===== src/rtl/knn_pkg.sv =====
// knn_pkg: shared types and helpers for the streaming top-K nearest-neighbour engine.
//   - state_t         : FSM states of knn_topk_stream
//   - dist_w / idx_w / cnt_w : width derivations (squared distance, point index, slot count)
//   - get_x/get_y/get_z      : axis extraction from a packed {x,y,z} point word (x at MSBs)
//   - DIST_INF        : all-ones distance used for empty list slots
// Helpers work on words up to CW_MAX bits per axis; callers cast to their own widths.
package knn_pkg;

    typedef enum logic [1:0] {
        IDLE   = 2'd0,
        STREAM = 2'd1,
        DRAIN  = 2'd2,
        OUT    = 2'd3
    } state_t;

    localparam int CW_MAX = 16;
    localparam int PW_MAX = 3 * CW_MAX;
    localparam int DW_MAX = 2 * CW_MAX + 2;

    localparam logic [DW_MAX-1:0] DIST_INF = '1;

    // Three squares of CW-bit values need two extra bits on top of 2*CW.
    function automatic int dist_w(input int cw);
        return 2 * cw + 2;
    endfunction

    function automatic int idx_w(input int dn);
        return (dn > 1) ? $clog2(dn) : 1;
    endfunction

    function automatic int cnt_w(input int k);
        return $clog2(k + 1);
    endfunction

    function automatic logic [CW_MAX-1:0] get_x(input logic [PW_MAX-1:0] pt, input int cw);
        return CW_MAX'(pt >> (2 * cw)) & ~({CW_MAX{1'b1}} << cw);
    endfunction

    function automatic logic [CW_MAX-1:0] get_y(input logic [PW_MAX-1:0] pt, input int cw);
        return CW_MAX'(pt >> cw) & ~({CW_MAX{1'b1}} << cw);
    endfunction

    function automatic logic [CW_MAX-1:0] get_z(input logic [PW_MAX-1:0] pt, input int cw);
        return CW_MAX'(pt) & ~({CW_MAX{1'b1}} << cw);
    endfunction

endpackage


===== src/rtl/knn_topk_stream_if.sv =====
// knn_topk_stream_if: handshake bundle of the top-K engine.
//   centre point : cp, cp_vld -> / <- cp_ready
//   local points : lp, lp_en, lp_vld -> / <- lp_ready
//   result       : <- out_pt, out_dist, out_idx, out_cnt, out_vld / out_ready ->
//   status       : <- busy
// master = point source / result sink, slave = knn_topk_stream.
interface knn_topk_stream_if #(
    parameter int DN = 1024,
    parameter int CW = 8,
    parameter int K  = 3
);
    localparam int PW  = 3 * CW;
    localparam int DW  = 2 * CW + 2;
    localparam int IW  = (DN > 1) ? $clog2(DN) : 1;
    localparam int CNW = $clog2(K + 1);

    logic [PW-1:0]     cp;
    logic              cp_vld;
    logic              cp_ready;
    logic [PW-1:0]     lp;
    logic              lp_en;
    logic              lp_vld;
    logic              lp_ready;
    logic [K*PW-1:0]   out_pt;
    logic [K*DW-1:0]   out_dist;
    logic [K*IW-1:0]   out_idx;
    logic [CNW-1:0]    out_cnt;
    logic              out_vld;
    logic              out_ready;
    logic              busy;

    modport master (
        output cp, cp_vld, lp, lp_en, lp_vld, out_ready,
        input  cp_ready, lp_ready, out_pt, out_dist, out_idx, out_cnt, out_vld, busy
    );

    modport slave (
        input  cp, cp_vld, lp, lp_en, lp_vld, out_ready,
        output cp_ready, lp_ready, out_pt, out_dist, out_idx, out_cnt, out_vld, busy
    );

endinterface


===== src/rtl/knn_dist_sq.sv =====
// knn_dist_sq: two-stage squared Euclidean distance between a held centre point and
// a stream of local points.
//   clk, rst_n            : clock, asynchronous active-low reset (clears valids only)
//   cp                    : centre point, stable for the whole pass
//   lp_p0/en_p0/idx_p0/vld_p0 : captured local point with its enable and index
//   vld_p1                : stage-1 occupancy, lets the caller see the pipe drain
//   dist_p2/lp_p2/en_p2/idx_p2/vld_p2 : distance with the point and sideband aligned
module knn_dist_sq
    import knn_pkg::*;
#(
    parameter int CW = 8,
    parameter int IW = 10
) (
    input  logic               clk,
    input  logic               rst_n,
    input  logic [3*CW-1:0]    cp,
    input  logic [3*CW-1:0]    lp_p0,
    input  logic               en_p0,
    input  logic [IW-1:0]      idx_p0,
    input  logic               vld_p0,
    output logic               vld_p1,
    output logic [2*CW+1:0]    dist_p2,
    output logic [3*CW-1:0]    lp_p2,
    output logic               en_p2,
    output logic [IW-1:0]      idx_p2,
    output logic               vld_p2
);
    localparam int PW = 3 * CW;
    localparam int DW = dist_w(CW);

    logic [CW-1:0] dx_p1, dy_p1, dz_p1;
    logic [PW-1:0] lp_p1;
    logic          en_p1;
    logic [IW-1:0] idx_p1;

    function automatic logic [CW-1:0] absdiff(input logic [CW-1:0] a, input logic [CW-1:0] b);
        return (a > b) ? (a - b) : (b - a);
    endfunction

    function automatic logic [DW-1:0] sq(input logic [CW-1:0] a);
        return DW'(a) * DW'(a);
    endfunction

    always_ff @(posedge clk or negedge rst_n) begin
        if (!rst_n) begin
            vld_p1 <= 1'b0;
            vld_p2 <= 1'b0;
        end else begin
            vld_p1 <= vld_p0;
            vld_p2 <= vld_p1;
        end
    end

    // p0 -> p1: per-axis absolute differences
    always_ff @(posedge clk) begin
        dx_p1  <= absdiff(CW'(get_x(PW_MAX'(cp), CW)), CW'(get_x(PW_MAX'(lp_p0), CW)));
        dy_p1  <= absdiff(CW'(get_y(PW_MAX'(cp), CW)), CW'(get_y(PW_MAX'(lp_p0), CW)));
        dz_p1  <= absdiff(CW'(get_z(PW_MAX'(cp), CW)), CW'(get_z(PW_MAX'(lp_p0), CW)));
        lp_p1  <= lp_p0;
        en_p1  <= en_p0;
        idx_p1 <= idx_p0;
    end

    // p1 -> p2: sum of squares, exact in DW bits
    always_ff @(posedge clk) begin
        dist_p2 <= sq(dx_p1) + sq(dy_p1) + sq(dz_p1);
        lp_p2   <= lp_p1;
        en_p2   <= en_p1;
        idx_p2  <= idx_p1;
    end

endmodule


===== src/rtl/knn_topk_stream.sv =====
// knn_topk_stream: streaming K-nearest-neighbour engine. Takes one centre point, then
// DN local points, and returns the K closest enabled points sorted by squared distance.
//   clk, rst_n : clock, asynchronous active-low reset
//   radius_sq  : squared search radius, latched with cp (only when KNN_RADIUS_EN is defined)
//   bus        : knn_topk_stream_if slave (cp/lp handshakes, result, busy)
// Optional feature macro: KNN_RADIUS_EN -- also reject points farther than radius_sq.
module knn_topk_stream
    import knn_pkg::*;
#(
    parameter int DN = 1024,
    parameter int CW = 8,
    parameter int K  = 3
) (
    input  logic               clk,
    input  logic               rst_n,
`ifdef KNN_RADIUS_EN
    input  logic [2*CW+1:0]    radius_sq,
`endif
    knn_topk_stream_if.slave   bus
);
    localparam int PW  = 3 * CW;
    localparam int DW  = dist_w(CW);
    localparam int IW  = idx_w(DN);
    localparam int CNW = cnt_w(K);

    state_t         state;
    logic           cp_rdy, lp_rdy, out_v, busy_r;
    logic [IW-1:0]  lp_cnt;
    logic [PW-1:0]  cp_q;
`ifdef KNN_RADIUS_EN
    logic [DW-1:0]  radius_q;
`endif

    logic           cp_hs, lp_hs;

    logic [PW-1:0]  lp_p0;
    logic           en_p0, vld_p0, vld_p1;
    logic [IW-1:0]  idx_p0;
    logic [DW-1:0]  dist_p2;
    logic [PW-1:0]  lp_p2;
    logic           en_p2, vld_p2;
    logic [IW-1:0]  idx_p2;

    // Sorted list: slot 0 nearest, valid slots always contiguous from slot 0.
    logic [DW-1:0]  slot_dist [K];
    logic [PW-1:0]  slot_pt   [K];
    logic [IW-1:0]  slot_idx  [K];
    logic [K-1:0]   slot_ok;
    logic [CNW-1:0] cnt;

    logic           in_rad, ins;
    logic [K-1:0]   le, le_prev;
    logic [DW-1:0]  prev_dist [K];
    logic [PW-1:0]  prev_pt   [K];
    logic [IW-1:0]  prev_idx  [K];
    logic [K-1:0]   prev_ok;

    assign cp_hs = cp_rdy & bus.cp_vld;
    assign lp_hs = lp_rdy & bus.lp_vld;

    always_ff @(posedge clk or negedge rst_n) begin
        if (!rst_n) begin
            state  <= IDLE;
            cp_rdy <= 1'b1;
            lp_rdy <= 1'b0;
            out_v  <= 1'b0;
            busy_r <= 1'b0;
            lp_cnt <= '0;
        end else begin
            case (state)
                IDLE: begin
                    if (cp_hs) begin
                        state  <= STREAM;
                        cp_rdy <= 1'b0;
                        lp_rdy <= 1'b1;
                        busy_r <= 1'b1;
                        lp_cnt <= '0;
                    end
                end
                STREAM: begin
                    if (lp_hs) begin
                        lp_cnt <= lp_cnt + 1'b1;
                        if (lp_cnt == IW'(DN - 1)) begin
                            state  <= DRAIN;
                            lp_rdy <= 1'b0;
                        end
                    end
                end
                DRAIN: begin
                    // Leave on the edge that retires the last point into the list.
                    if (!vld_p0 && !vld_p1) begin
                        state <= OUT;
                        out_v <= 1'b1;
                    end
                end
                OUT: begin
                    if (bus.out_ready) begin
                        state  <= IDLE;
                        out_v  <= 1'b0;
                        cp_rdy <= 1'b1;
                        busy_r <= 1'b0;
                    end
                end
                default: state <= IDLE;
            endcase
        end
    end

    always_ff @(posedge clk) begin
        if (cp_hs) begin
            cp_q <= bus.cp;
`ifdef KNN_RADIUS_EN
            radius_q <= radius_sq;
`endif
        end
    end

    // handshake -> p0: capture the accepted local point
    always_ff @(posedge clk or negedge rst_n) begin
        if (!rst_n) vld_p0 <= 1'b0;
        else        vld_p0 <= lp_hs;
    end

    always_ff @(posedge clk) begin
        if (lp_hs) begin
            lp_p0  <= bus.lp;
            en_p0  <= bus.lp_en;
            idx_p0 <= lp_cnt;
        end
    end

    knn_dist_sq #(.CW(CW), .IW(IW)) u_dist (
        .clk     (clk),
        .rst_n   (rst_n),
        .cp      (cp_q),
        .lp_p0   (lp_p0),
        .en_p0   (en_p0),
        .idx_p0  (idx_p0),
        .vld_p0  (vld_p0),
        .vld_p1  (vld_p1),
        .dist_p2 (dist_p2),
        .lp_p2   (lp_p2),
        .en_p2   (en_p2),
        .idx_p2  (idx_p2),
        .vld_p2  (vld_p2)
    );

`ifdef KNN_RADIUS_EN
    assign in_rad = (dist_p2 <= radius_q);
`else
    assign in_rad = 1'b1;
`endif
    assign ins = vld_p2 & en_p2 & in_rad;

    // le[s]: slot s stays ahead of the new point (<= keeps earlier index ahead on ties).
    always_comb begin
        le       = '0;
        le_prev  = '1;
        prev_ok  = '0;
        for (int s = 0; s < K; s++) begin
            le[s]        = slot_ok[s] && (slot_dist[s] <= dist_p2);
            prev_dist[s] = DW'(DIST_INF);
            prev_pt[s]   = '0;
            prev_idx[s]  = '0;
        end
        for (int s = 1; s < K; s++) begin
            le_prev[s]   = le[s-1];
            prev_dist[s] = slot_dist[s-1];
            prev_pt[s]   = slot_pt[s-1];
            prev_idx[s]  = slot_idx[s-1];
            prev_ok[s]   = slot_ok[s-1];
        end
    end

    // p2 -> list: one compare/shift/insert per cycle
    always_ff @(posedge clk or negedge rst_n) begin
        if (!rst_n) begin
            for (int s = 0; s < K; s++) begin
                slot_dist[s] <= DW'(DIST_INF);
                slot_pt[s]   <= '0;
                slot_idx[s]  <= '0;
            end
            slot_ok <= '0;
            cnt     <= '0;
        end else if (cp_hs) begin
            for (int s = 0; s < K; s++) begin
                slot_dist[s] <= DW'(DIST_INF);
                slot_pt[s]   <= '0;
                slot_idx[s]  <= '0;
            end
            slot_ok <= '0;
            cnt     <= '0;
        end else if (ins && !le[K-1]) begin
            for (int s = 0; s < K; s++) begin
                if (!le[s]) begin
                    if (le_prev[s]) begin
                        slot_dist[s] <= dist_p2;
                        slot_pt[s]   <= lp_p2;
                        slot_idx[s]  <= idx_p2;
                        slot_ok[s]   <= 1'b1;
                    end else begin
                        slot_dist[s] <= prev_dist[s];
                        slot_pt[s]   <= prev_pt[s];
                        slot_idx[s]  <= prev_idx[s];
                        slot_ok[s]   <= prev_ok[s];
                    end
                end
            end
            if (cnt != CNW'(K)) cnt <= cnt + 1'b1;
        end
    end

    logic [K*PW-1:0] out_pt_w;
    logic [K*DW-1:0] out_dist_w;
    logic [K*IW-1:0] out_idx_w;

    always_comb begin
        out_pt_w   = '0;
        out_dist_w = '0;
        out_idx_w  = '0;
        for (int s = 0; s < K; s++) begin
            out_pt_w[s*PW +: PW]   = slot_pt[s];
            out_dist_w[s*DW +: DW] = slot_dist[s];
            out_idx_w[s*IW +: IW]  = slot_idx[s];
        end
    end

    assign bus.cp_ready = cp_rdy;
    assign bus.lp_ready = lp_rdy;
    assign bus.out_vld  = out_v;
    assign bus.busy     = busy_r;
    assign bus.out_pt   = out_pt_w;
    assign bus.out_dist = out_dist_w;
    assign bus.out_idx  = out_idx_w;
    assign bus.out_cnt  = cnt;

endmodule


===== src/flat_wrapper.sv =====
// flat-port wrapper written by rule: the top's interface ports become plain ports
module knn_topk_stream_flat import knn_pkg::*;
#(
    parameter int DN = 1024,
    parameter int CW = 8,
    parameter int K  = 3
)
  (clk, rst_n, bus_cp, bus_cp_vld, bus_lp, bus_lp_en, bus_lp_vld, bus_out_ready, bus_cp_ready, bus_lp_ready, bus_out_pt, bus_out_dist, bus_out_idx, bus_out_cnt, bus_out_vld, bus_busy);
  knn_topk_stream_if #(.DN(DN), .CW(CW), .K(K)) bus_i ();
  input  logic clk;
  input  logic rst_n;
  input wire logic [$bits(bus_i.cp)-1:0] bus_cp;
  input wire logic [$bits(bus_i.cp_vld)-1:0] bus_cp_vld;
  input wire logic [$bits(bus_i.lp)-1:0] bus_lp;
  input wire logic [$bits(bus_i.lp_en)-1:0] bus_lp_en;
  input wire logic [$bits(bus_i.lp_vld)-1:0] bus_lp_vld;
  input wire logic [$bits(bus_i.out_ready)-1:0] bus_out_ready;
  output wire logic [$bits(bus_i.cp_ready)-1:0] bus_cp_ready;
  output wire logic [$bits(bus_i.lp_ready)-1:0] bus_lp_ready;
  output wire logic [$bits(bus_i.out_pt)-1:0] bus_out_pt;
  output wire logic [$bits(bus_i.out_dist)-1:0] bus_out_dist;
  output wire logic [$bits(bus_i.out_idx)-1:0] bus_out_idx;
  output wire logic [$bits(bus_i.out_cnt)-1:0] bus_out_cnt;
  output wire logic [$bits(bus_i.out_vld)-1:0] bus_out_vld;
  output wire logic [$bits(bus_i.busy)-1:0] bus_busy;
  assign bus_i.cp = bus_cp;
  assign bus_i.cp_vld = bus_cp_vld;
  assign bus_i.lp = bus_lp;
  assign bus_i.lp_en = bus_lp_en;
  assign bus_i.lp_vld = bus_lp_vld;
  assign bus_i.out_ready = bus_out_ready;
  assign bus_cp_ready = bus_i.cp_ready;
  assign bus_lp_ready = bus_i.lp_ready;
  assign bus_out_pt = bus_i.out_pt;
  assign bus_out_dist = bus_i.out_dist;
  assign bus_out_idx = bus_i.out_idx;
  assign bus_out_cnt = bus_i.out_cnt;
  assign bus_out_vld = bus_i.out_vld;
  assign bus_busy = bus_i.busy;
  knn_topk_stream #(.DN(DN), .CW(CW), .K(K)) u_core (.clk(clk), .rst_n(rst_n), .bus(bus_i));
endmodule

===== config.mk =====
export PLATFORM = sky130hd
export DESIGN_NAME = knn_topk_stream_flat
export DESIGN_NICKNAME = d
export VERILOG_FILES = /design/src/rtl/knn_pkg.sv /design/src/rtl/knn_topk_stream_if.sv /design/src/rtl/knn_dist_sq.sv /design/src/rtl/knn_topk_stream.sv /design/src/flat_wrapper.sv
export SDC_FILE = /design/constraint.sdc
export NUM_CORES = 1
export LEC_CHECK = 0
export ABC_AREA = 1
export CAP_MARGIN = 20
export CORE_AREA = 4 4 217 219
export CTS_BUF_LIST = sky130_fd_sc_hd__clkbuf_8
export CTS_CLUSTER_DIAMETER = 150
export CTS_CLUSTER_SIZE = 10
export DETAILED_ROUTE_END_ITERATION = 16
export DIE_AREA = 0 0 221 223
export PLACE_DENSITY = 0.79
export SLEW_MARGIN = 20
export SYNTH_ARGS = -nofsm -noshare
export SYNTH_HDL_FRONTEND = slang
export SYNTH_SLANG_ARGS = --single-unit
export TNS_END_PERCENT = 50

===== constraint.sdc =====
create_clock -name clk -period 15.6 [get_ports clk]
set_input_delay 2.34 -clock clk [delete_from_list [all_inputs] [get_ports clk]]
set_output_delay 2.34 -clock clk [all_outputs]
set_load 0.01 [all_outputs]

-- Yosys cells after proc, flatten, opt, wreduce, memory -nomap -nowiden
Cells that the tools add are included.
- register bits: 351
- add/sub/neg operators: 10
- multipliers: 3
- $lt $le $gt $ge: 6
- equal/unequal tests: 13
- multiplexer cells: 54
- bitwise logic cells: 3
- reductions and logical operators: 23
- operators by type and width (operator ; number):
    72-bit two-way mux ; 2
    24-bit two-way mux ; 5
    54-bit two-way mux ; 2
    18-bit two-way mux ; 5
    10-bit two-way mux ; 7
    30-bit two-way mux ; 2
    18-bit less-or-equal comparator ; 3
    8-bit by 8-bit multiplier with 16-bit output ; 3
    8-bit subtractor ; 6
    8-bit greater-than comparator ; 3
    8-bit two-way mux ; 3
    10-bit case mux with 2 select lines ; 1
    18-bit by 16-bit adder with 18-bit output ; 1
    16-bit by 16-bit adder with 17-bit output ; 1
    2-bit two-way mux ; 8
    2-bit by 1-bit inequality test with 1-bit output, second input constant ; 7
    1-bit two-way mux ; 12
    10-bit by 1-bit adder with 10-bit output, second input constant ; 1
    10-bit equality test, second input constant ; 1
    2-bit nonzero test ; 5
    3-bit AND reduction ; 3
    1-bit case mux with 2 select lines ; 4
    2-bit case mux with 4 select lines ; 1
    2-bit AND reduction ; 4
    other kinds (11) ; 22

-- Longest topological paths before layout
Gate-level depths: netlist of the first run.
- depth after elaboration: 6
- depth in mapped cells: 35
- depth with buffers taken out: 34

-- Hierarchy
From an unflattened synthesis of the first run, not the netlist that was laid out.
- cells, all modules: 3006
- area, all modules: 23530.1 um^2
- by module, submodules not included (module ; times used ; cells an instance ; area each (um^2)):
    knn_topk_stream ; 1 ; 1576 ; 12513.3
    knn_dist_sq ; 1 ; 1430 ; 11016.8

-- Worst setup path after synthesis of the first run
No wires, ideal clock.
- path kind: register to register
- start: reg u_core.u_dist.dx_p1[4]
- end: reg u_core.u_dist.dist_p2[15]
- library setup time: 120 ps
- arrival time: 7756 ps
- data required time: 15480 ps
- setup slack: 7724 ps
- cell stages (with the launch flop): 31
- path buffers: 1
- period minus slack after synthesis: 7876 ps
- cell sequence: dfxtp_1 > clkbuf_1 > nand2_1 > fa_1 > fa_1 > inv_1 > fa_1 > fa_1 > fa_1 > inv_1 > fa_1 > inv_1 > ha_1 > a21oi_1 > o21ai_0 > a21oi_1 > xnor2_1 > ha_1 > fa_1 > inv_1 > fa_1 > fa_1 > inv_1 > ha_1 > a21oi_1 > a21boi_0 > inv_1 > a21o_1 > nand2_1 > nand2_1 > xor2_1
- word-level cells in the longest chain between the ends: 3
- RTL lines (item ; line ; text):
    start, declared ; knn_dist_sq.sv:31 ; logic [CW-1:0] dx_p1, dy_p1, dz_p1;
    start signal, assigned ; knn_dist_sq.sv:56 ; dx_p1 <= absdiff(CW'(get_x(PW_MAX'(cp), CW)), CW'(get_x(PW_MAX'(lp_p0), CW)));
    8-bit by 8-bit multiplier with 16-bit output ; knn_dist_sq.sv:41 ; return DW'(a) * DW'(a);
    16-bit by 16-bit adder with 17-bit output ; knn_dist_sq.sv:66 ; dist_p2 <= sq(dx_p1) + sq(dy_p1) + sq(dz_p1);
    18-bit by 16-bit adder with 18-bit output ; knn_dist_sq.sv:66 ;
    end signal, assigned ; knn_dist_sq.sv:66 ;
    end, declared ; knn_dist_sq.sv:22 ; output logic [2*CW+1:0] dist_p2,
Every way passes these cells.
A chain may end at the register's enable or synchronous reset.

-- Worst setup path after layout of the first run
- start: reg u_core.u_dist.dx_p1[0]
- end: reg u_core.u_dist.dist_p2[15]
The elaborated chain is that of the path after synthesis.

==> out/results.tsv, run 1 <==
stage	metric	value	unit
min_path	worstHoldStart	u_core.u_dist.idx_p1[2]	
placement	hpwl	42800	um
pwr	ir_worst_vdd	0.0000568	V
worst_setup_path	r2r_end	u_core.u_dist.dist_p2[15]	
synthesis	synth_nets	3010	
pwr	powerDensity	60.8	mW/mm^2
grt	antenna_found_initial	3	
synthesis	synth_cell_types	47	
worst_setup_path	critPathSlowestCell	fa_1	
floorplanning	die_w	221	um
synthesis	synth_seq_area_share	0.385	
drt	via_per_inst	5.32	
timing	finalClockSkew	0.0331	ns
timing	hold_viol	0	
grt	first_global_vias	18000	
worst_setup_path	path_common_cell	fa_1	
synthesis	synth.area.top_cells	dfrtp_1 14%, nand2_1 12%, ha_1 11%	
clocking	cts_tree	built	
worst_setup_path	r2r.worst_path.cells	29	
timing	max_freq	0.118	GHz
cells_and_area	fin_nets	3167	
clocking	cts.sinks	351	
synthesis	post-synth-top-area-cell	dfrtp_1	
synthesis	synth_top_area_frac	0.140	
floorplanning	rows	78	
timing	rsz0062_at_grt	false	
pwr	fin_total_pwr	1.55	mW
grt	grt_usage	0.236	
cells_and_area	fillers	4026	
clocking	post_cts_buffers	0	
pwr	intPower	1.19	mW
grt	globalRouteOverflowTotal	0	
min_path	hold_path_end	u_core.u_dist.idx_p2[2]	
synthesis	yosys_most_used_dff	dfrtp_1	
drt	drtPass1Iterations	5	
timing	setup_violations	0	
drt	vias	18200	
synthesis	synth_edf_count	59	
cells_and_area	fin_area	0.0254	sq mm
timing	period_needed	8.48	ns
clocking	cts_hold_buf	0	
pwr	sw_frac_of_total	0.232	
min_path	hold_depth	0	
floorplanning	core-area	0.0451	sq mm
synthesis	synth_area	0.0223	sq mm
floorplanning	start_util	0.495	
clocking	cts-htree-levels	2	
clocking	clkTransAtPathRegs	0.08	ns
flow_run	maxCapViolCount	0	
grt	grt_max_degree	88	
drt	drcViolationCount	0	
pwr	leakage	13.2	nW
worst_setup_path	crit_type	reg2reg	
pwr	clockPowerShare	0.386	
worst_setup_path	end_kind	flop	
floorplanning	die_h	223	um
floorplanning	io_pins	216	
clocking	worst_skew_pair.late_latency	0.62	ns
clocking	cts-resized-gates	0	
clocking	cts_buffers	41	
cells_and_area	area_delta_synth_final	13.9	%
floorplanning	dieArea	0.0493	sq mm
worst_setup_path	cpPeakStageDelay	0.59	ns
pwr	p_comb_frac	0.015	
timing	tightest_slew	1.04	ns
clocking	cts_buffer_depth	3	
drt	ant_nets	0	
timing	setup_tns	0	ns
cells_and_area	drive_gt1_frac	0.0525	
synthesis	synth-seq-cells	351	
pwr	power_frac_seq	0.599	
timing	period_share	0.544	
synthesis	synthArstFlopShare	0.513	
status	outcome	complete, no violations	
drt	wirelength	59200	um
clocking	root_buffer	clkbuf_8	
worst_setup_path	cp-start-kind	flop	
placement	placed_area	0.0247	sq mm
worst_setup_path	worstPathArrival	8.97	ns
worst_setup_path	required	16.09	ns
pwr	p_switching	0.359	mW
drt	wl_per_cell	17.3	um
placement	io_buffers	215	
cells_and_area	finish.utilization	0.564	
synthesis	yosys_warnings	0	
timing	slew_headroom	0.303	
drt	drtIter0Drc	1796	
timing	slew_viol_final	0	
grt	grt_first_pass_wirelength	95300	um
placement	gp_congestion	0.971	
worst_setup_path	r2r_start	u_core.u_dist.dx_p1[0]	
worst_setup_path	r2r_slack	7.12	ns
min_path	hp-class	reg2reg	
synthesis	postSynthCellCount	2632	
worst_setup_path	worstPathMaxFanout	9	
synthesis	synth.avg_cell_area	8.48	sq um
## cell usage after synthesis (all sizes together) (55+ instances only)
master,number
nand2,703
inv,401
nand3,292
ha,202
nor2,155
dfrtp,125
fa,122
dfxtp,112
a21oi,85
o21ai,80
buf,63
edfxtp,59
dfstp,55
## metrics by stage
stage	hold slack, ns	setup WS [ns]	cells
after global routing	0.320	6.65	3422
after CTS	0.311	7.16	3421
after global placement	0.313	7.39	3346
after floorplan	0.310	7.72	2632
after detailed placement	0.312	7.21	3346
final	0.321	7.12	3422
## cells in the final DEF, fill, tap and decap left out, types with 3 or more instances in the layout
cell / instances
dfrtp_1: 124
a21oi_1: 85
buf_4: 11
fa_1: 122
o21ai_0: 58
edfxtp_1: 59
o21a_1: 6
o211ai_1: 8
nand4_1: 10
o21ai_1: 22
dfxtp_1: 112
mux2i_1: 4
xnor2_1: 19
xor2_1: 39
a21o_1: 8
a211oi_1: 3
nand2_2: 7
nand2_1: 688
clkdlybuf4s50_1: 214
clkbuf_8: 41
dfstp_2: 55
nor3_1: 13
nand2_4: 6
nand3_1: 289
inv_6: 3
nor2_1: 150
nor2_2: 4
inv_2: 4
inv_1: 427
ha_1: 202
## worst max-delay path by stage
stage | startpoint | end | slack [ns] | cells past startpoint
2_1_floorplan | u_core.u_dist.dx_p1[4] | u_core.u_dist.dist_p2[15] | 7.72 | 30
3_3_place_gp | u_core.u_dist.dx_p1[4] | u_core.u_dist.dist_p2[15] | 7.39 | 29
3_5_place_dp | u_core.u_dist.dy_p1[0] | u_core.u_dist.dist_p2[15] | 7.21 | 29
4_1_cts | u_core.u_dist.dy_p1[0] | u_core.u_dist.dist_p2[15] | 7.16 | 29
5_1_grt | u_core.u_dist.dx_p1[4] | u_core.u_dist.dist_p2[15] | 6.65 | 29
6_report | u_core.u_dist.dx_p1[0] | u_core.u_dist.dist_p2[15] | 7.12 | 29
## layer usage
layer	wire, um	up-vias	track usage
met5	0	-	0
met2	28400	855	0.398
li1	-	8582	-
met4	1500	0	0.0707
met3	4850	126	0.0449
met1	24400	8657	0.312
## sequential cells by signal, summed over array words and instances, names as in the netlist, 10 cells and up
name and cells:
u_core.bus.out_dist 54, u_core.bus.out_idx 30, u_core.bus.out_pt 72, u_core.cp_q 24, u_core.idx_p0 10, u_core.lp_cnt 10, u_core.lp_p0 24, u_core.u_dist.dist_p2 18
u_core.u_dist.idx_p1 10, u_core.u_dist.idx_p2 10, u_core.u_dist.lp_p1 24, u_core.u_dist.lp_p2 24
## final cells by class
class,instances,area [sq um],share of cell area
clock buffer,41,564,0.0222
multi-input combinational,1768,11600,0.458
antenna,1,2.50,0.0000984
timing repair buffer,226,2240,0.0879
tap,600,751,0.0295
clock inverter,34,146,0.00576
inverter,401,1510,0.0592
sequential,351,8590,0.338
## worst max-delay path: cells and delay by family, from the launching register on
family / cells / cell delay, ns
AO/OA/AOI/OAI: 6 / 1.33
XOR/XNOR: 2 / 0.32
adder cells (fa/ha/maj): 12 / 5.41
buffers and inverters: 6 / 0.46
flip-flops: 1 / 0.54
AND/OR/NAND/NOR: 3 / 0.30
## power by group through the flow
stage	sequential, mW	clock [mW]	combinational, mW
2_1_floorplan	0.945	0	0.0000155
3_3_place_gp	0.945	0	0.0231
3_5_place_dp	0.945	0	0.0235
4_1_cts	0.926	0.614	0.0235
5_1_grt	0.926	0.649	0.0252
6_report	0.926	0.597	0.0228
## cell families after synthesis
kind of cell,synth area share
DFF,0.385
buffers and inverters,0.0944
and+or+nand+nor,0.224
AOI/OAI and AO/OA,0.0489
muxes,0.00280
xor gates and xnor gates,0.0228
adders and majority gates,0.223
Note: power is estimated with default switching activity, not from simulation.
==> run 2: changes to the inputs <==
==> constraint.sdc (replaced) <==
create_clock -name clk -period 8.7 [get_ports clk]
set_input_delay 1.305 -clock clk [delete_from_list [all_inputs] [get_ports clk]]
set_output_delay 1.305 -clock clk [all_outputs]
set_load 0.01 [all_outputs]
==> run 2 against run 1 <==
Via count fell by 0.24%. Critical path depth did not move. Design area barely moved. Largest cell class unchanged. Critical endpoint unchanged. Die area did not move. Routed wire length fell by 0.86%. Maximum frequency rose by 3.1%.
==> out/results.tsv, run 2 (synthesis gave the netlist of run 1 again) <==
stage	metric	value	unit
timing	slew_headroom	0.313	
timing	setup_violations	0	
floorplanning	io_pins	216	
floorplanning	rows	78	
timing	rsz0062_at_grt	false	
worst_setup_path	worstPathMaxFanout	9	
placement	gp_congestion	0.920	
clocking	cts_buffer_depth	3	
clocking	post_cts_buffers	0	
cells_and_area	area_delta_synth_final	13.9	%
worst_setup_path	required	9.22	ns
grt	globalRouteOverflowTotal	0	
placement	io_buffers	215	
clocking	worst_skew_pair.late_latency	0.63	ns
worst_setup_path	cpPeakStageDelay	0.57	ns
floorplanning	die_h	223	um
timing	tightest_slew	1.03	ns
worst_setup_path	critPathSlowestCell	fa_1	
cells_and_area	fillers	4026	
drt	wirelength	58700	um
grt	grt_first_pass_wirelength	93800	um
pwr	fin_total_pwr	2.76	mW
grt	first_global_vias	17800	
worst_setup_path	crit_type	reg2reg	
clocking	cts-htree-levels	2	
pwr	intPower	2.13	mW
drt	drtIter0Drc	1684	
drt	drtPass1Iterations	7	
timing	finalClockSkew	0.0360	ns
pwr	powerDensity	109	mW/mm^2
drt	drcViolationCount	0	
pwr	p_switching	0.637	mW
flow_run	maxCapViolCount	0	
pwr	leakage	13.2	nW
clocking	clkTransAtPathRegs	0.09	ns
worst_setup_path	cp-startpoint	u_core.u_dist.dx_p1[0]	
pwr	ir_worst_vdd	0.0000943	V
timing	hold_viol	0	
placement	hpwl	42700	um
floorplanning	core-area	0.0451	sq mm
floorplanning	start_util	0.495	
clocking	cts_tree	built	
timing	max_freq	0.122	GHz
grt	grt_usage	0.233	
grt	grt_max_degree	89	
drt	vias	18200	
drt	ant_nets	0	
cells_and_area	diodes	0	
worst_setup_path	end_kind	flop	
timing	period_needed	8.23	ns
worst_setup_path	path_common_cell	fa_1	
timing	period_share	0.946	
min_path	hp-class	reg2reg	
worst_setup_path	cp-start-kind	flop	
timing	setup_tns	0	ns
worst_setup_path	worstPathArrival	8.75	ns
cells_and_area	final_cell_mix	688 x nand2_1, 426 x inv_1, 289 x nand3_1	
pwr	sw_frac_of_total	0.230	
cells_and_area	drive_gt1_frac	0.0532	
pwr	power_frac_seq	0.601	
cells_and_area	final_common_cell	nand2_1	
pwr	p_comb_frac	0.015	
floorplanning	die_w	221	um
cells_and_area	seq_area	0.00859	sq mm
cells_and_area	largest_register_ff_count	72	
drt	via_per_inst	5.31	
drt	wl_per_cell	17.2	um
floorplanning	dieArea	0.0493	sq mm
timing	worst_hold_slack	0.325	ns
clocking	cts_buffers	41	
status	outcome	complete, no violations	
timing	slew_viol_final	0	
cells_and_area	fin_nets	3168	
clocking	root_buffer	clkbuf_8	
pwr	clockPowerShare	0.384	
cells_and_area	multi_input_area	0.0116	sq mm
worst_setup_path	r2r_start	u_core.u_dist.dx_p1[0]	
clocking	cts.sinks	351	
min_path	worstHoldStart	u_core.u_dist.idx_p1[5]	
grt	antenna_found_initial	0	
run 2: layer usage:
| layer | vias up | share of wire | track usage |
|---|---|---|---|
| li1 | 8569 | - | - |
| met1 | 8683 | 0.41 | 0.310 |
| met2 | 805 | 0.48 | 0.386 |
| met3 | 119 | 0.085 | 0.0463 |
| met4 | 0 | 0.029 | 0.0779 |
| met5 | - | 0 | 0 |
run 2: through the flow:
| step | worst slack [ns] | area, sq um | instances | utilization |
|---|---|---|---|---|
| 2_1_floorplan | 0.824 | 22300 | 2632 | - |
| 3_3_place_gp | 0.495 | 24700 | 3347 | 0.548 |
| 3_5_place_dp | 0.308 | 24700 | 3347 | 0.548 |
| 4_1_cts | 0.276 | 25400 | 3421 | 0.564 |
| 5_1_grt | 0.0349 | 25400 | 3421 | 0.564 |
| 6_report | 0.471 | 25400 | 3421 | 0.564 |
run 2: cell type report:
type / instances / area share
clock buffer: 41 / 0.0222
timing repair buffer: 227 / 0.0882
sequential: 351 / 0.338
tap: 600 / 0.0295
inverter: 401 / 0.0592
clock inverter: 33 / 0.00561
multi-input combinational: 1768 / 0.458
run 2: timing repair:
item,CTS,global route
hold buffers,0,0
resized for setup,0,2
endpoints found under the setup margin,0,4
run 2: worst paths after layout:
path	endpoint	slack [ns]	depth (start not counted)
max	u_core.u_dist.dist_p2[15]	0.47	29
min	u_core.u_dist.idx_p2[5]	0.32	0
max reg2reg	u_core.u_dist.dist_p2[15]	0.47	29
min reg2reg	u_core.u_dist.idx_p2[5]	0.32	0
max in group asynchronous	u_core.bus.out_pt[34]	6.04	3
min in group asynchronous	u_core.state[0]	0.67	1
run 2: worst max-delay path: cells and delay by family, from the launching register on:
| kind | cells | cell delay [ns] |
|---|---|---|
| fa+ha+maj | 12 | 5.36 |
| xor+xnor | 2 | 0.31 |
| compound gates | 6 | 1.22 |
| simple gates | 3 | 0.28 |
| flops | 1 | 0.56 |
| buf+inv | 6 | 0.39 |
run 2: power by group through the flow:
| stage | clock, mW | sequential, mW | combinational, mW |
|---|---|---|---|
| floorplan | 0 | 1.70 | 0.0000211 |
| finish | 1.06 | 1.66 | 0.0409 |
| global placement | 0 | 1.69 | 0.0418 |
| detailed placement | 0 | 1.69 | 0.0422 |
| global route | 1.16 | 1.66 | 0.0455 |
| CTS | 1.09 | 1.66 | 0.0424 |
==> run 3: changes to the inputs <==
--- a/config.mk
+++ b/config.mk
@@ -7,13 +7,14 @@
 export LEC_CHECK = 0
 export ABC_AREA = 1
 export CAP_MARGIN = 20
-export CORE_AREA = 4 4 217 219
+export CORE_AREA = 4 4 198 200
 export CTS_BUF_LIST = sky130_fd_sc_hd__clkbuf_8
 export CTS_CLUSTER_DIAMETER = 150
 export CTS_CLUSTER_SIZE = 10
 export DETAILED_ROUTE_END_ITERATION = 16
-export DIE_AREA = 0 0 221 223
-export PLACE_DENSITY = 0.79
+export DIE_AREA = 0 0 202 204
+export GPL_TIMING_DRIVEN = 0
+export PLACE_DENSITY = 0.91
 export SLEW_MARGIN = 20
 export SYNTH_ARGS = -nofsm -noshare
 export SYNTH_HDL_FRONTEND = slang
==> run 3 against run 2 <==
Clock power is essentially flat. Non-clock buffer count grew 99. Power grew 0.13%. Combinational power grew 5.6%. Routed wire length grew 4.4%. Utilization grew 13 points. Clock-buffer cell count grew 1. Worst setup slack lost 0.11 ns. Clock skew grew 0.0090 ns. Design area grew 2.0%. Critical path depth shrank 1. Critical endpoint unchanged.
==> out/results.tsv, run 3 (synthesis gave the netlist of run 1 again) <==
stage	metric	value	unit
floorplanning	die_w	202	um
drt	wirelength	61300	um
pwr	fin_total_pwr	2.77	mW
clocking	clkTransAtPathRegs	0.09	ns
timing	setup_tns	0	ns
placement	io_buffers	215	
drt	via_per_inst	5.50	
drt	drtIter0Drc	1757	
pwr	sw_frac_of_total	0.227	
worst_setup_path	critPathSlowestCell	fa_1	
timing	period_needed	8.34	ns
worst_setup_path	r2r_start	u_core.u_dist.dx_p1[1]	
cells_and_area	fin_cells	3432	
flow_run	maxCapViolCount	0	
cells_and_area	fin_nets	3267	
floorplanning	start_util	0.597	
drt	wl_per_cell	17.9	um
pwr	powerDensity	107	mW/mm^2
drt	vias	18900	
grt	globalRouteOverflowTotal	0	
drt	ant_nets	0	
placement	dp_slack	-0.00894	ns
timing	setup_violations	0	
worst_setup_path	worstPathMaxFanout	8	
clocking	cts-htree-levels	2	
grt	grt_max_degree	76	
clocking	cts.sinks	351	
worst_setup_path	path_buf_inv	6	
worst_setup_path	crit_type	reg2reg	
cells_and_area	area_delta_synth_final	16.2	%
cells_and_area	diodes	0	
placement	placed_area	0.0252	sq mm
pwr	leakage	13.5	nW
worst_setup_path	r2r.worst_path.cells	28	
grt	grt_usage	0.295	
clocking	cts_hold_buf	0	
pwr	power_frac_seq	0.600	
clocking	post_cts_buffers	0	
grt	grt_first_pass_wirelength	97800	um
timing	finalClockSkew	0.0450	ns
grt	grt-busiest-layer	met2	
pwr	ir_worst_vdd	0.000114	V
min_path	worstHoldStart	u_core.u_dist.lp_p1[18]	
status	outcome	complete, no violations	
min_path	hp-class	reg2reg	
drt	drtPass1Iterations	5	
timing	worst_hold_slack	0.325	ns
timing	rsz0062_at_grt	false	
min_path	hold_path_end	u_core.u_dist.lp_p2[18]	
worst_setup_path	end_kind	flop	
worst_setup_path	r2r_slack	0.36	ns
cells_and_area	finish.utilization	0.694	
worst_setup_path	r2r_end	u_core.u_dist.dist_p2[15]	
placement	dpl.cell_count	3362	
cells_and_area	largest_register_ff_count	72	
placement	hpwl	48300	um
timing	layout_setup_ws	0.363	ns
clocking	cts_buffer_depth	3	
clocking	root_buffer	clkbuf_8	
cells_and_area	drive_gt1_frac	0.0692	
pwr	intPower	2.14	mW
floorplanning	io_pins	216	
cells_and_area	final_common_cell	nand2_1	
grt	first_global_vias	18700	
worst_setup_path	path_common_cell	fa_1	
timing	hold_viol	0	
floorplanning	dieArea	0.0412	sq mm
floorplanning	die_h	204	um
clocking	cts-resized-gates	1	
pwr	p_comb_frac	0.016	
timing	tightest_slew	0.673	ns
worst_setup_path	cpPeakStageDelay	0.57	ns
drt	drcViolationCount	0	
min_path	hold_depth	0	
floorplanning	rows	71	
placement	gp_congestion	0.963	
clocking	cts_buffers	41	
cells_and_area	fin_area	0.0259	sq mm
pwr	clockPowerShare	0.384	
worst_setup_path	cp-start-kind	flop	
worst_setup_path	cp_top_family	adder cells	
worst_setup_path	worstPathArrival	8.82	ns
worst_setup_path	required	9.18	ns
grt	grt_use_met1	0.386	
timing	max_freq	0.120	GHz
grt	grt_util_met3	0.0465	
timing	period_share	0.958	
timing	slew_headroom	0.551	
cells_and_area	final_cell_mix	689 x nand2_1, 427 x inv_1, 289 x nand3_1	
clocking	worst_skew_pair.late_latency	0.63	ns
timing	slew_viol_final	0	
grt	grtUsageMet2	0.500	
floorplanning	core-area	0.0374	sq mm
grt	antenna_found_initial	1	
clocking	cts_tree	built	
pwr	p_switching	0.629	mW
## run 3: layout make-up
cell class,count,area [sq um]
multi-input combinational,1768,11600
fill,2870,11500
sequential,351,8590
timing repair buffer,219,2260
inverter,401,1510
tap,511,639
buffer,107,588
clock buffer,42,578
clock inverter,33,141
## run 3: power groups by stage
stage | Sequential, mW | Combinational, mW | Clock [mW]
floorplan | 1.70 | 0.0000211 | 0
global route | 1.66 | 0.0477 | 1.15
finish | 1.66 | 0.0432 | 1.06
CTS | 1.66 | 0.0444 | 1.08
detailed placement | 1.69 | 0.0442 | 0
global placement | 1.69 | 0.0399 | 0
## run 3: metal layers
layer,wire length (um),part of all wire
met5,0,0
met2,29500,0.48
met4,2230,0.036
met1,24000,0.39
met3,5490,0.089
## run 3: worst max path at each step
stage	startpoint	to	slack, ns	cells past startpoint
floorplan	u_core.u_dist.dx_p1[4]	u_core.u_dist.dist_p2[15]	0.82	30
global placement	rst_n	u_core.bus.out_pt[18]	-0.91	1
detailed placement	u_core.u_dist.dx_p1[4]	u_core.u_dist.dist_p2[15]	-0.009	30
CTS	u_core.u_dist.dy_p1[0]	u_core.u_dist.dist_p2[15]	0.01	30
global route	u_core.u_dist.dx_p1[1]	u_core.u_dist.dist_p2[15]	0.02	30
finish	u_core.u_dist.dx_p1[1]	u_core.u_dist.dist_p2[15]	0.36	28
## run 3: worst register-to-register path, delay by kind of cell (launching register included)
kind                       cells  cell delay (ns)
and+or+nand+nor                4             0.34
AOI/OAI and AO/OA              4             0.72
adders and majority gates     12             5.72
buffers and inverters          6             0.62
DFF                            1             0.42
xor gates and xnor gates       2             0.39
